--- src/rtl/pad_bidir_turnaround.sv ---
// Bidirectional pad controller: RX/TX direction FSM with dead-cycle turnaround,
// registered TX drive and RX sampling, and pad configuration latched per turnaround.
module pad_bidir_turnaround #(
    parameter int WIDTH       = 8,
    parameter int TURN_CYCLES = 2
) (
    input  logic             clk,
    input  logic             rst,
    input  logic             dir_req,
    input  logic             tx_valid,
    output logic             tx_ready,
    input  logic [WIDTH-1:0] tx_data,
    output logic             rx_valid,
    output logic [WIDTH-1:0] rx_data,
    input  logic [1:0]       cfg_ds,
    input  logic             cfg_sr,
    output logic [WIDTH-1:0] pad_a,
    output logic             pad_oe,
    output logic             pad_ie,
    output logic             pad_ds0,
    output logic             pad_ds1,
    output logic             pad_sr,
    input  logic [WIDTH-1:0] pad_y
);

    typedef enum logic [1:0] {
        RX      = 2'd0,
        TURN_TX = 2'd1,
        TX      = 2'd2,
        TURN_RX = 2'd3
    } state_t;

    localparam logic [3:0] TURN_LOAD = 4'(TURN_CYCLES - 1);

    state_t     state;
    state_t     state_nxt;
    logic [3:0] turn_cnt;
    logic       enter_turn_tx;
    logic       enter_turn_rx;
    logic       tx_fire;
    logic       rx_armed;

    always_ff @(posedge clk or posedge rst) begin
        if (rst) begin
            state <= RX;
        end else begin
            state <= state_nxt;
        end
    end

    // Pad enables decode straight from the async-reset state register, so a
    // reset drops pad_oe immediately and oe/ie can never overlap.
    always_comb begin
        state_nxt     = state;
        pad_oe        = 1'b0;
        pad_ie        = 1'b0;
        tx_ready      = 1'b0;
        enter_turn_tx = 1'b0;
        enter_turn_rx = 1'b0;
        case (state)
            RX: begin
                pad_ie = 1'b1;
                if (dir_req) begin
                    state_nxt     = TURN_TX;
                    enter_turn_tx = 1'b1;
                end
            end
            TURN_TX: begin
                if (turn_cnt == 4'd0) begin
                    state_nxt = TX;
                end
            end
            TX: begin
                pad_oe   = 1'b1;
                tx_ready = dir_req;
                if (!dir_req) begin
                    state_nxt     = TURN_RX;
                    enter_turn_rx = 1'b1;
                end
            end
            TURN_RX: begin
                if (turn_cnt == 4'd0) begin
                    state_nxt = RX;
                end
            end
            default: state_nxt = RX;
        endcase
    end

    assign tx_fire = tx_valid && tx_ready;

    always_ff @(posedge clk or posedge rst) begin
        if (rst) begin
            turn_cnt <= 4'd0;
        end else if (enter_turn_tx || enter_turn_rx) begin
            turn_cnt <= TURN_LOAD;
        end else if (turn_cnt != 4'd0) begin
            turn_cnt <= turn_cnt - 4'd1;
        end
    end

    always_ff @(posedge clk or posedge rst) begin
        if (rst) begin
            pad_a <= '0;
        end else if (enter_turn_rx) begin
            pad_a <= '0;
        end else if (tx_fire) begin
            pad_a <= tx_data;
        end
    end

    always_ff @(posedge clk or posedge rst) begin
        if (rst) begin
            pad_ds1 <= 1'b0;
            pad_ds0 <= 1'b0;
            pad_sr  <= 1'b0;
        end else if (enter_turn_tx) begin
            pad_ds1 <= cfg_ds[1];
            pad_ds0 <= cfg_ds[0];
            pad_sr  <= cfg_sr;
        end
    end

    // rx_armed suppresses the sample on the first edge after reset release,
    // pushing the earliest rx_valid out to the second edge.
    always_ff @(posedge clk or posedge rst) begin
        if (rst) begin
            rx_armed <= 1'b0;
            rx_valid <= 1'b0;
            rx_data  <= '0;
        end else begin
            rx_armed <= 1'b1;
            if (state == RX && rx_armed) begin
                rx_valid <= 1'b1;
                rx_data  <= pad_y;
            end else begin
                rx_valid <= 1'b0;
            end
        end
    end

endmodule

--- config.mk ---
export PLATFORM = sky130hd
export DESIGN_NAME = pad_bidir_turnaround
export DESIGN_NICKNAME = d
export VERILOG_FILES = /design/src/rtl/pad_bidir_turnaround.sv
export SDC_FILE = /design/constraint.sdc
export NUM_CORES = 1
export LEC_CHECK = 0
export BUFFER_PORTS_ARGS = -buffer_cell sky130_fd_sc_hd__buf_2
export CAP_MARGIN = 20
export CORE_MARGIN = 5
export CORE_UTILIZATION = 43
export CTS_CLUSTER_DIAMETER = 60
export DETAILED_ROUTE_END_ITERATION = 16
export GPL_TIMING_DRIVEN = 0
export PLACE_DENSITY = 0.81
export RECOVER_POWER = 25
export SKIP_LAST_GASP = 1
export SLEW_MARGIN = 20
export SYNTH_ARGS = -nofsm -noshare
export SYNTH_HDL_FRONTEND = slang
export SYNTH_SLANG_ARGS = --single-unit
--- constraint.sdc ---
create_clock -name clk -period 1.92 [get_ports clk]
set_clock_uncertainty 0.1 [all_clocks]
set_input_delay 0.384 -clock clk [delete_from_list [all_inputs] [get_ports clk]]
set_output_delay 0.384 -clock clk [all_outputs]
set_load 0.01 [all_outputs]
==> After elaboration in Yosys (flattened, before gate mapping) <==
Index checks and enable logic that the tools add are counted.
Widths: inputs -> output; s select.
{ "totals": {"register_bits": 27, "inputBits": 23, "out_inout_bits": 23, "wordCells": 43} }
{ "classes": {"n_addsub": 1, "eq_ne": 7, "mux": 17, "reduce_logical": 9} }
{ "ops": {"columns": ["operator", "count"], "rows": [
  ["$mux 8", 2],
  ["$mux 1", 8],
  ["$mux 2", 4],
  ["$mux 4", 2],
  ["$ne 2x2->1 const B", 4],
  ["$pmux 2 s4", 1],
  ["$eq 2x2->1 const B", 2],
  ["$logic_not 4->1", 1],
  ["$reduce_and 4->1", 1],
  ["$reduce_bool 2->1", 2],
  ["$reduce_bool 4->1", 1],
  ["$sub 4x1->4 const B", 1],
  ["$eq 2x1->1 const B", 1],
  ["$logic_and 1x1->1", 2],
  ["$logic_not 2->1", 1],
  ["$logic_or 1x1->1", 1]
]} }

==> Longest topological paths before layout <==
Gate-level depths: netlist (run 1).
{ "logic_depth": {"word_depth": 5, "ltp_mapped": 6, "depth_no_buf": 5} }

==> Least setup slack after synthesis (run 1) <==
No wires, ideal clock.
{ "synth_path": {"kind": "register to register", "startpoint": "reg turn_cnt[0]", "endpoint": "reg state[1]", "setup_ns": 0.125, "arrival_time_ns": 1.696, "required_time_ns": 1.695, "path_slack_ns": -0.001, "path_stages_with_launch": 7, "n_path_buf": 1, "period_less_slack_ns": 1.921, "path_cell_list": "dfrtp_1 inv_1 ha_1 or3b_1 buf_2 a221o_1 mux2_4"} }
{ "synth_between": {"elab_chain_len": 3, "word_cells_on_any_way": 4, "cone_classes": "2 x eq/ne; 2 x reduce/logical"} }
{ "synth_rtl": {"columns": ["element", "line", "rtl"], "rows": [
  ["start: declaration", "37", "logic [3:0] turn_cnt;"],
  ["start signal: assignment", "98", "turn_cnt <= turn_cnt - 4'd1;"],
  ["$logic_not 4->1 *", "69, 82", null],
  ["$ne 2x2->1 (no line)", null, null],
  ["$reduce_and 4->1 (no line) *", null, null],
  ["end signal: assignment", "47", "state <= state_nxt;"],
  ["end: declaration", "35", "state_t state;"]
]} }
Mark *: on every way between the ends. The rest lies on a longest branch, timed or not.
A chain may end at the register's enable or synchronous reset.

==> Worst setup path in the final report (run 1) <==
{ "layout_path": {"startpoint": "reg turn_cnt[1]", "endpoint": "reg state[1]"} }
Same word-level chain as after synthesis.

==> metrics.md, run 1 <==
| Metric | Value |
|---|---|
| Yosys warns | 0 |
| Number of synthesized flops with an enable pin | 0 |
| Critical path required time | 2.04 ns |
| Seq/Total Area, Yosys | 55.33% |
| Synthesized area | 1221 um^2 |
| Hold slack | -0.04904 ns |
| Critical path's largest stage delay | 0.42 ns |
| Fraction of registers with async set/reset | 100.0% |
| Final GP Congestion | 0.8026 |
| Crit start category | flip-flop |
| Post-detail-place hpwl | 2044 um |
| First-pass GRT wire length | 4526 um |
| I/O pin total | 46 |
| Proportion of layout cells with a drive suffix above 1 | 49.04% |
| Top cells by area, synth | dfrtp_1 55%, mux2_2 10%, ha_1 6.1% |
| Status | finished with violations |
| Sink Count | 27 |
| Final Net Count | 187 |
| Crit path max-delay family | flip-flops |
| Highest clock rate | 0.5246 GHz |
| Synth Area per Inst | 12.21 um^2 |
| Hold WC Path Type | primary input to async pin |
| Comb pwr share | 53.1% |
| Setup CP Type | flip-flop to flip-flop |
| Initial antenna violation count | 0 |
| Synthesis-to-layout area growth | 31.86% |
| Clock buffer depth | 2 |
| Critical path peak fanout | 3 |
| Worst path slowest cell | dfrtp_1 |
| Crit path time final | 1.906 ns |
| Most used routing layer | met2 |
| Clock Power Share | 9.2% |
| Cell variety after synth | 28 |
| Worst-Margin Slew | 0.6959 ns |
| Drt pass-1 iters | 4 |
| Vias/cell | 5.213 |
| H-tree depth | 1 |
| Clock Latency Late Sink | 0.33 ns |
| Max VDD drop | 1022 uV |
| Ys flop type | dfrtp_1 |
| Seq pwr share | 37.6% |
| Core box area | 2734 um^2 |
| IO buf count | 45 |
| FP Rows | 19 |
| Max cap viols | 0 |
| Vias | 980 |
| Most common cell after layout, fill and taps aside | buf_2 |
| CTS Buf Count | 3 |
| CTS tree | built |
| GR met1 Demand/Resource | 16.14% |
| Antenna Diode Count | 0 |
| Top cell type's share of synthesized area | 55.33% |
| DRC violations left | 0 |
| Critical Path, Cell by Cell | inv_1 > ha_4 > or3b_4 > a221o_1 > mux2_4 |
| CP arrival | 2.03 ns |
| Fin util | 58.90% |
| Die H | 63.29 um |
| Die width | 63.29 um |
| Tcrit/Tclk final | 99.29% |
| Root buffer cell | clkbuf_4 |
| Cells after synthesis | 100 |
| P_int | 1.655 mW |
| RSZ-0062 raised after global routing | yes |
| Post-Syn Nets | 129 |
| Total Power | 2.632 mW |
| Post-Route WL | 2824 um |
| Global-route track usage on met3 | 3.197% |
| Avg WL per Cell | 15.02 um |
| Gr ovfl total | 0 |
| Switching share of total power | 37.13% |
| Initial Util | 44.67% |
| Die area | 4006 um^2 |
| Most frequent cells in the layout | 44 x buf_2, 27 x dfrtp_1, 11 x mux2_2 |
| Failing checks | negative hold slack |
| Largest net degree at the start of global routing | 28 |
| Met2 usage | 24.62% |
| Slew HR | 53.61% |
| Static Leak | 0.8154 nW |
| Setup-failing EPs final | 0 |
| Worst setup EP type | flip-flop |
| Power density over the cells | 1635 nW/um^2 |
| WP buf/inv | 1 |
| Post-DRT Antenna Nets | 0 |
| Clk slew on worst S/H paths | 0.15 ns |
| Final Hold Viols | 14 |
| Final Max Tran Viols | 0 |
| Vias in the first global route | 1049 |
| Switching power | 0.9772 mW |
| GRT Total Usage | 13.99% |
| Count of state elements after synthesis | 27 |
| DRT iter0 DRCs | 27 |
| Cell taking the most area after synthesis | dfrtp_1 |
[sequential cells by signal, indices dropped and copies added, names as in the netlist, 2 cells and up]
name / count
pad_a: 8
state: 2
rx_data: 8
turn_cnt: 4
[worst paths after layout]
path	cells after the start	to	slack, ns	start
max	5	state[1]	0.01	turn_cnt[1]
min	2	rx_data[0]	-0.05	rst
max reg2reg	5	state[1]	0.01	turn_cnt[1]
min reg2reg	1	pad_sr	0.42	pad_sr
max in group asynchronous	3	turn_cnt[2]	0.77	rst
min in group clk	2	rx_data[0]	0.18	pad_y[0]
[Yosys cell counts (3+ instances only)]
cell / instances
nand2_1: 4
nor2_1: 3
dfrtp_1: 27
inv_1: 7
o2bb2ai_1: 6
a31oi_1: 6
ha_1: 6
nor2b_1: 6
mux2_2: 11
[metal layers]
layer  share of wire, %  wire length, um  up-vias
met5                  0                0        -
met4                1.5               43        0
li1                   -                -      464
met2                 53             1506       36
met3                5.3              149        6
met1                 40             1124      474
[through the flow]
| step | instances | area [um^2] | setup TNS (ns) | setup WS (ns) | hold slack, ns |
|---|---|---|---|---|---|
| floorplan | 100 | 1221 | -0.0007756 | -0.0007756 | 0.3367 |
| global placement | 176 | 1485 | -0.07738 | -0.05121 | 0.3813 |
| detailed placement | 176 | 1485 | -0.5130 | -0.1125 | 0.3874 |
| CTS | 184 | 1563 | 0 | 0.003107 | 0.1741 |
| global route | 188 | 1610 | -0.04068 | -0.02322 | -0.01140 |
| finish | 188 | 1610 | 0 | 0.01364 | -0.04904 |
[power groups by stage]
stage / logic, mW / registers (mW) / clock network [mW]
final: 1.40 / 0.991 / 0.243
after global routing: 1.52 / 1.02 / 0.279
after CTS: 1.29 / 0.989 / 0.253
after detailed placement: 1.18 / 1.00 / 0
after global placement: 1.12 / 0.978 / 0
after floorplan: 0.683 / 1.08 / 0
[logic make-up (layout without fill, tap and decap cells)]
| logic type | count (synthesis) | after routing | synth area share (%) |
|---|---|---|---|
| muxes | 13 | 13 | 12.19 |
| other | 1 | 1 | 0.3071 |
| AOI/OAI and AO/OA | 22 | 22 | 13.52 |
| and+or+nand+nor | 20 | 20 | 9.017 |
| adders and majority gates | 6 | 6 | 6.147 |
| buffers and inverters | 11 | 68 | 3.484 |
| DFF | 27 | 27 | 55.33 |
[final cells by class]
class | instances | area, um^2
Buffer | 2 | 17.52
Clock buffer | 3 | 22.52
Clock inverter | 1 | 5.005
Fill cell | 213 | 1124
Inverter | 8 | 30.03
Multi-Input combinational cell | 62 | 525.5
Sequential cell | 27 | 675.6
Tap cell | 31 | 38.79
Timing Repair Buffer | 54 | 295.3
[timing repair]
action,in CTS,in global routing
pin swaps,2,1
hold buffers,0,0
setup buffers,5,3
resized for setup,7,6
setup endpoints to repair,6,5
hold endpoints to repair,0,0
(Power assumes the default switching activity.)
==> run 2: changes to the inputs <==
--- a/config.mk
+++ b/config.mk
@@ -7,12 +7,12 @@
 export LEC_CHECK = 0
 export BUFFER_PORTS_ARGS = -buffer_cell sky130_fd_sc_hd__buf_2
 export CAP_MARGIN = 20
-export CORE_MARGIN = 5
-export CORE_UTILIZATION = 43
+export CORE_UTILIZATION = 45
+export CTS_BUF_LIST = sky130_fd_sc_hd__clkbuf_4
 export CTS_CLUSTER_DIAMETER = 60
 export DETAILED_ROUTE_END_ITERATION = 16
 export GPL_TIMING_DRIVEN = 0
-export PLACE_DENSITY = 0.81
+export PLACE_DENSITY = 0.83
 export RECOVER_POWER = 25
 export SKIP_LAST_GASP = 1
 export SLEW_MARGIN = 20
==> run 2 against run 1 <==
Effect of this change:
- the run now ends clean
- critical path depth unchanged
- first-iteration DRC count down 33%
- register-to-register slack better by 0.03 ns
- sequential power up 0.4%
- via count up 2.9%
- cell count up 0.53%
- combinational power about the same
- setup slack better by 0.025 ns
- fmax up 1.3%
- routed wire length down 9.6%
- largest power group unchanged
- highest routed layer unchanged
==> metrics.md, run 2 (synthesized netlist as in run 1, its figures left out) <==
| Metric | Value |
|---|---|
| Vias | 1008 (+2.9%) |
| Post-detail-place hpwl | 1875 um (-8.3%) |
| GRT Total Usage | 19.51% (+5.5 points) |
| Synthesis-to-layout area growth | 32.99% |
| Critical path required time | 2.03 ns (about the same) |
| Max VDD drop | 1072 uV (+4.9%) |
| Post-placement cell count | 175 (-0.57%) |
| Post-DRT Antenna Nets | 0 (unchanged) |
| Critical path's largest stage delay | 0.43 ns (about the same) |
| Die width | 54.10 um (-15%) |
| Clock Latency Late Sink | 0.31 ns (-0.02 ns) |
| Fillers | 212 (-0.47%) |
| Critical path peak fanout | 2 (-1) |
| Most common cell after layout, fill and taps aside | buf_2 |
| Crit path max-delay family | flip-flops |
| Layout Cells excl Fill | 189 (+0.53%) |
| Final Hold Viols | 0 (-14) |
| Core box area | 2522 um^2 (-7.7%) |
| IO buf count | 45 (unchanged) |
| CTS Buf Count | 3 (unchanged) |
| Setup-failing EPs final | 0 (unchanged) |
| Gr ovfl total | 0 (unchanged) |
| Post-Route WL | 2552 um (-9.6%) |
| Final GP Congestion | 0.6944 (-13%) |
| Most frequent cells in the layout | 45 x buf_2, 26 x dfrtp_1, 11 x mux2_2, 11 x buf_4 |
| Slew HR | 34.20% (-19 points) |
| Hold WC Path Type | primary input to async pin |
| Power density over the cells | 1631 nW/um^2 (-0.25%) |
| DRT iter0 DRCs | 18 (-33%) |
| Vias in the first global route | 1018 (-3.0%) |
| CTS tree | built |
| Proportion of layout cells with a drive suffix above 1 | 50.94% (+1.9 points) |
| Worst setup EP type | flip-flop |
| Fin util | 64.38% (+5.5 points) |
| Crit start category | flip-flop |
| Initial Util | 48.41% (+3.7 points) |
| Sink Count | 27 (unchanged) |
| Most used routing layer | met2 |
| Setup CP Type | flip-flop to flip-flop |
| Register area | 676.9 um^2 (+0.19%) |
| Root buffer cell | clkbuf_4 |
| Worst path slowest cell | dfrtp_1 |
| I/O pin total | 46 (unchanged) |
| WP buf/inv | 1 (unchanged) |
| First-pass GRT wire length | 4098 um (-9.5%) |
| Clk slew on worst S/H paths | 0.14 ns (about the same) |
| Global-route track usage on met3 | 4.802% (+1.6 points) |
| Area used by multi-input combinational logic | 525.5 um^2 (unchanged) |
| DRC violations left | 0 (unchanged) |
| Vias/cell | 5.333 (+2.3%) |
| H-tree depth | 1 (unchanged) |
| Top flop regs | pad_a x8, rx_data x8, turn_cnt x4 |
| Post-route cell area | 1624 um^2 (+0.86%) |
| Antenna Diode Count | 0 (unchanged) |
| Die H | 54.10 um (-15%) |
| Static Leak | 0.8274 nW (+1.5%) |
| Clock buffer depth | 2 (unchanged) |
| Worst-Margin Slew | 0.9859 ns (+0.2900 ns) |
| Tcrit/Tclk final | 97.98% (-1.3 points) |
| Critical Path, Cell by Cell | inv_2 > ha_2 > or3b_4 > a221o_1 > mux2_4 |
| CP arrival | 1.99 ns (-0.04 ns) |
| Initial antenna violation count | 0 (unchanged) |
| Placed cell area | 1484 um^2 (about the same) |
| Drt pass-1 iters | 4 (unchanged) |
| Final Max Tran Viols | 0 (unchanged) |
| Largest net degree at the start of global routing | 28 (unchanged) |
| Max cap viols | 0 (unchanged) |
| Avg WL per Cell | 13.50 um (-10%) |
| GR met1 Demand/Resource | 20.76% (+4.6 points) |
| Die area | 2926 um^2 (-27%) |
| Met2 usage | 37.24% (+13 points) |
| Final Net Count | 189 (+1.1%) |
| Status | completed |
| Crit path time final | 1.881 ns (-0.02522 ns) |
| Highest clock rate | 0.5316 GHz (+1.3%) |
| FP Rows | 18 (-1) |
[run 2: cell types whose count changed in the layout (fill, tap and decap cells not counted), sizes merged]
| cell | delta |
|---|---|
| buf | +4 |
| clkbuf | -2 |
[run 2: timing repair]
action / 4_1_cts / 5_1_grt
pin swaps: 2 / 1
cloned: 0 / 0
gates resized for setup: 8 / 5
setup endpoints to repair: 6 / 2
setup buffers: 6 / 5
hold buffers: 0 / 0
[run 2: path summary, 6_finish.rpt]
path | endpoint | slack (ns) | start | cells after the start
max in group asynchronous | state[1] | 0.89 | rst | 2
worst max-delay path | state[1] | 0.04 | turn_cnt[0] | 5
worst min register to register | pad_a[1] | 0.41 | pad_a[1] | 1
worst min-delay path | rx_data[0] | 0.18 | rst | 2
worst max register to register | state[1] | 0.04 | turn_cnt[0] | 5
min in group clk | rx_data[2] | 0.19 | pad_y[2] | 2
[run 2: power by group]
part | total, mW | switching, mW | internal (mW)
sequential | 0.995 | 0.162 | 0.832
clock | 0.237 | 0.159 | 0.0778
combinational | 1.42 | 0.635 | 0.781
[run 2: stage by stage]
stage	power [mW]	hold WS, ns	setup WS [ns]	TNS (ns)
finish	2.648	0.1753	0.03886	0
global route	2.842	0.1698	-0.01956	-0.01956
global placement	2.086	0.3759	-0.04558	-0.04564
detailed placement	2.160	0.3888	-0.1183	-0.5094
CTS	2.525	0.1816	0.008482	0
floorplan	1.760	0.3367	-0.0007756	-0.0007756
[run 2: cell type report]
type	count	area share, %
Inverter	8	1.849
Buffer	2	1.156
Timing Repair Buffer	56	18.95
Clock inverter	1	0.3082
Sequential cell	27	41.68
Tap cell	30	2.311
Clock buffer	3	1.387
Multi-Input combinational cell	62	32.36
[run 2: layer usage]
| layer | part of all wire (%) | routed length (um) |
|---|---|---|
| met1 | 40 | 1025 |
| met2 | 54 | 1370 |
| met3 | 5.5 | 140 |
| met4 | 0.67 | 17 |
| met5 | 0 | 0 |
==> run 3: changes to the inputs <==
--- a/config.mk
+++ b/config.mk
@@ -5,14 +5,15 @@
 export SDC_FILE = /design/constraint.sdc
 export NUM_CORES = 1
 export LEC_CHECK = 0
+export ABC_AREA = 1
 export BUFFER_PORTS_ARGS = -buffer_cell sky130_fd_sc_hd__buf_2
 export CAP_MARGIN = 20
-export CORE_UTILIZATION = 45
+export CORE_UTILIZATION = 50
 export CTS_BUF_LIST = sky130_fd_sc_hd__clkbuf_4
 export CTS_CLUSTER_DIAMETER = 60
 export DETAILED_ROUTE_END_ITERATION = 16
 export GPL_TIMING_DRIVEN = 0
-export PLACE_DENSITY = 0.83
+export PLACE_DENSITY = 0.87
 export RECOVER_POWER = 25
 export SKIP_LAST_GASP = 1
 export SLEW_MARGIN = 20
==> constraint.sdc (replaced) <==
create_clock -name clk -period 1.8 [get_ports clk]
set_clock_uncertainty 0.1 [all_clocks]
set_input_delay 0.36 -clock clk [delete_from_list [all_inputs] [get_ports clk]]
set_output_delay 0.36 -clock clk [all_outputs]
set_load 0.01 [all_outputs]
==> run 3 against run 2 <==
Effect of this change:
- the run now ends with negative hold slack left
- sequential share of layout area up 1.2 points
- register-to-register slack better by 0.20 ns
- cell count up 15%
- synthesized cell count up 37%
- critical path depth down 1
- utilization up 4.8 points
- global-route usage up 3.3 points
- clock-buffer cell count unchanged
- sequential power up 4%
- routed wire length up 4.7%
- total power up 0.68%
- critical path type is now flip-flop to primary output
- critical endpoint is now pad_ie
==> metrics.md, run 3 <==
| Metric | Value |
|---|---|
| Status | finished with violations |
| Failing checks | negative hold slack |
| Post-synth top cells | 51 x nand2_1, 27 x dfrtp_1, 23 x nand3_1 |
| R2r setup slk | 0.24 ns (+0.20 ns) |
| Hold WC Path Type | primary input to async pin |
| WP buf/inv | 3 (+2) |
| Power density over the cells | 1692 nW/um^2 (+3.8%) |
| GR met1 Demand/Resource | 25.10% (+4.3 points) |
| Die H | 51.67 um (-4.5%) |
| Die area | 2670 um^2 (-8.8%) |
| Most used routing layer | met2 |
| Vias | 1134 (+13%) |
| Drt pass-1 iters | 4 (unchanged) |
| Post-Route WL | 2672 um (+4.7%) |
| RSZ-0062 raised after global routing | yes |
| Seq/Total Area, Yosys | 54.77% (-0.56 points) |
| Cell variety after synth | 19 (-32%) |
| CP arrival | 1.29 ns (-0.70 ns) |
| Synthesis-to-layout area growth | 27.69% |
| Root buffer cell | clkbuf_4 |
| Crit start category | flip-flop |
| Clk slew on worst S/H paths | 0.14 ns (about the same) |
| Worst setup EP type | primary output |
| Fin util | 69.21% (+4.8 points) |
| DRC violations left | 0 (unchanged) |
| Post-DRT Antenna Nets | 0 (unchanged) |
| Met2 usage | 41.34% (+4.1 points) |
| Avg WL per Cell | 12.26 um (-9.2%) |
| Cell taking the most area after synthesis | dfrtp_1 |
| Hold slack | -0.01127 ns (-0.1866 ns) |
| Static Leak | 0.9269 nW (+12%) |
| CTS Buf Count | 3 (unchanged) |
| Die width | 51.67 um (-4.5%) |
| Initial antenna violation count | 0 (unchanged) |
| Worst path slowest cell | dfrtp_1 |
| Initial Util | 54.21% (+5.8 points) |
| Post-route cell area | 1575 um^2 (-3.0%) |
| Max cap viols | 0 (unchanged) |
| Antenna Diode Count | 0 (unchanged) |
| Post-detail-place hpwl | 1959 um (+4.5%) |
| CTS tree | built |
| Slew HR | 38.86% (+4.7 points) |
| Setup CP Type | flip-flop to primary output |
| Critical Path, Cell by Cell | inv_2 > buf_4 > ha_4 > buf_2 |
| Hold-fix buffers, CTS | 0 (unchanged) |
| Ys flop type | dfrtp_1 |
| Cells on worst reg2reg path | 7 (+2) |
| Top flop regs | pad_a x8, rx_data x8, turn_cnt x4 |
| Setup-failing EPs final | 0 (unchanged) |
| Proportion of layout cells with a drive suffix above 1 | 36.84% (-14 points) |
| FP Rows | 17 (-1) |
| Placed cell area | 1489 um^2 (+0.34%) |
| Top cell type's share of synthesized area | 54.77% (-0.56 points) |
| Number of synthesized flops with an enable pin | 0 (unchanged) |
| Total Power | 2.666 mW (+0.68%) |
| Yosys warns | 0 (unchanged) |
| Max VDD drop | 1107 uV (+3.3%) |
| Critical path required time | 1.34 ns (-0.69 ns) |
| Clock Latency Late Sink | 0.33 ns (+0.02 ns) |
| Setup tns final | 0 ns (unchanged) |
| Final Max Tran Viols | 0 (unchanged) |
| Most frequent cell after synthesis | nand2_1 |
| Largest net degree at the start of global routing | 28 (unchanged) |
| Post-placement cell count | 209 (+19%) |
| Layout Cells excl Fill | 218 (+15%) |
| Gr ovfl total | 0 (unchanged) |
| RR Endpoint | state[1] |
| Critical path launch point | state[0] |
| I/O pin total | 46 (unchanged) |
| Clock buffer depth | 2 (unchanged) |
| Highest clock rate | 0.5704 GHz |
| Worst-Margin Slew | 0.9114 ns (-0.07455 ns) |
| Final GP Congestion | 0.6377 (-8.2%) |
| Most frequent cells in the layout | 51 x nand2_1, 44 x buf_2, 27 x dfrtp_1 |
| Cells after synthesis | 137 (+37%) |
| Core box area | 2276 um^2 (-9.8%) |
| Post-Syn Nets | 166 (+29%) |
| GRT Total Usage | 22.82% (+3.3 points) |
| Crit. path cell count | 4 (-1) |
| Crit path max-delay family | flip-flops |
| Pre-CTS setup slack | 0.09044 ns (+0.2088 ns) |
| Crit path time final | 1.753 ns |
| Final Net Count | 220 (+16%) |
| Synthesized area | 1234 um^2 (+1.0%) |
| Count of state elements after synthesis | 27 (unchanged) |
| Worst setup endpoint | pad_ie |
| Final Hold Viols | 13 (+13) |
| Top cells by area, synth | dfrtp_1 55%, nand2_1 16%, nand3_1 9.3% |
| Sink Count | 27 (unchanged) |
| Setup ws final | 0.04680 ns (+0.007942 ns) |
| DRT iter0 DRCs | 20 (+2) |
| First-pass GRT wire length | 4367 um (+6.6%) |
| Critical path's largest stage delay | 0.42 ns (about the same) |
| Most common cell after layout, fill and taps aside | nand2_1 |
| Global-route track usage on met3 | 4.094% (-0.71 points) |
| Critical path peak fanout | 7 (+5) |
| Reg2reg start | state[0] |
| IO buf count | 44 (-2.2%) |
| H-tree depth | 1 (unchanged) |
| Vias/cell | 5.202 (-2.5%) |
| Vias in the first global route | 1055 (+3.6%) |
| Fraction of registers with async set/reset | 100.0% (unchanged) |
| Synth Area per Inst | 9.005 um^2 (-26%) |
| Tcrit/Tclk final | 97.40% |
==> run 3: how the worst min path moves through the flow <==
| stage | cells after the start | to |
|---|---|---|
| final | 2 | turn_cnt[0] |
| after global routing | 2 | pad_a[4] |
| after CTS | 3 | rx_data[1] |
| after detailed placement | 2 | pad_ds0 |
| after global placement | 2 | turn_cnt[0] |
| after floorplan | 1 | pad_a[0] |
==> run 3: per-layer routing <==
layer	vias up	wire, um	part of all wire [%]
met3	10	132	4.9
met1	540	1071	40
met2	49	1404	53
met4	0	64	2.4
li1	535	-	-
met5	-	0	0
==> run 3: cells by family after synthesis <==
kind of cell / synth area share [%]
adder cells (fa/ha/maj): 6.085
XOR/XNOR: 0.7101
flip-flops: 54.77
AO/OA/AOI/OAI: 0.8114
buffers and inverters: 4.766
AND/OR/NAND/NOR: 32.56
other: 0.3040
==> run 3: power breakdown <==
group | switching (mW) | leakage (nW) | internal [mW] | total (mW)
logic | 0.800 | 0.568 | 0.578 | 1.38
registers | 0.155 | 0.341 | 0.874 | 1.03
clock network | 0.175 | 0.0177 | 0.0835 | 0.258
==> run 3: what timing repair did <==
item | 4_1_cts | 5_1_grt
setup buffers | 4 | 2
gates resized for setup | 6 | 1
endpoints found under the setup margin | 3 | 2
==> run 3: cell type report <==
cell class / instances / area (um^2)
fillers: 175 / 700.7
flip-flops and latches: 27 / 675.6
multi-input cells: 98 / 524.3
repair buffers: 50 / 265.3
inverters: 10 / 40.04
well taps: 28 / 35.03
clock buffers: 3 / 22.52
plain buffers: 1 / 7.507
clock inverters: 1 / 5.005
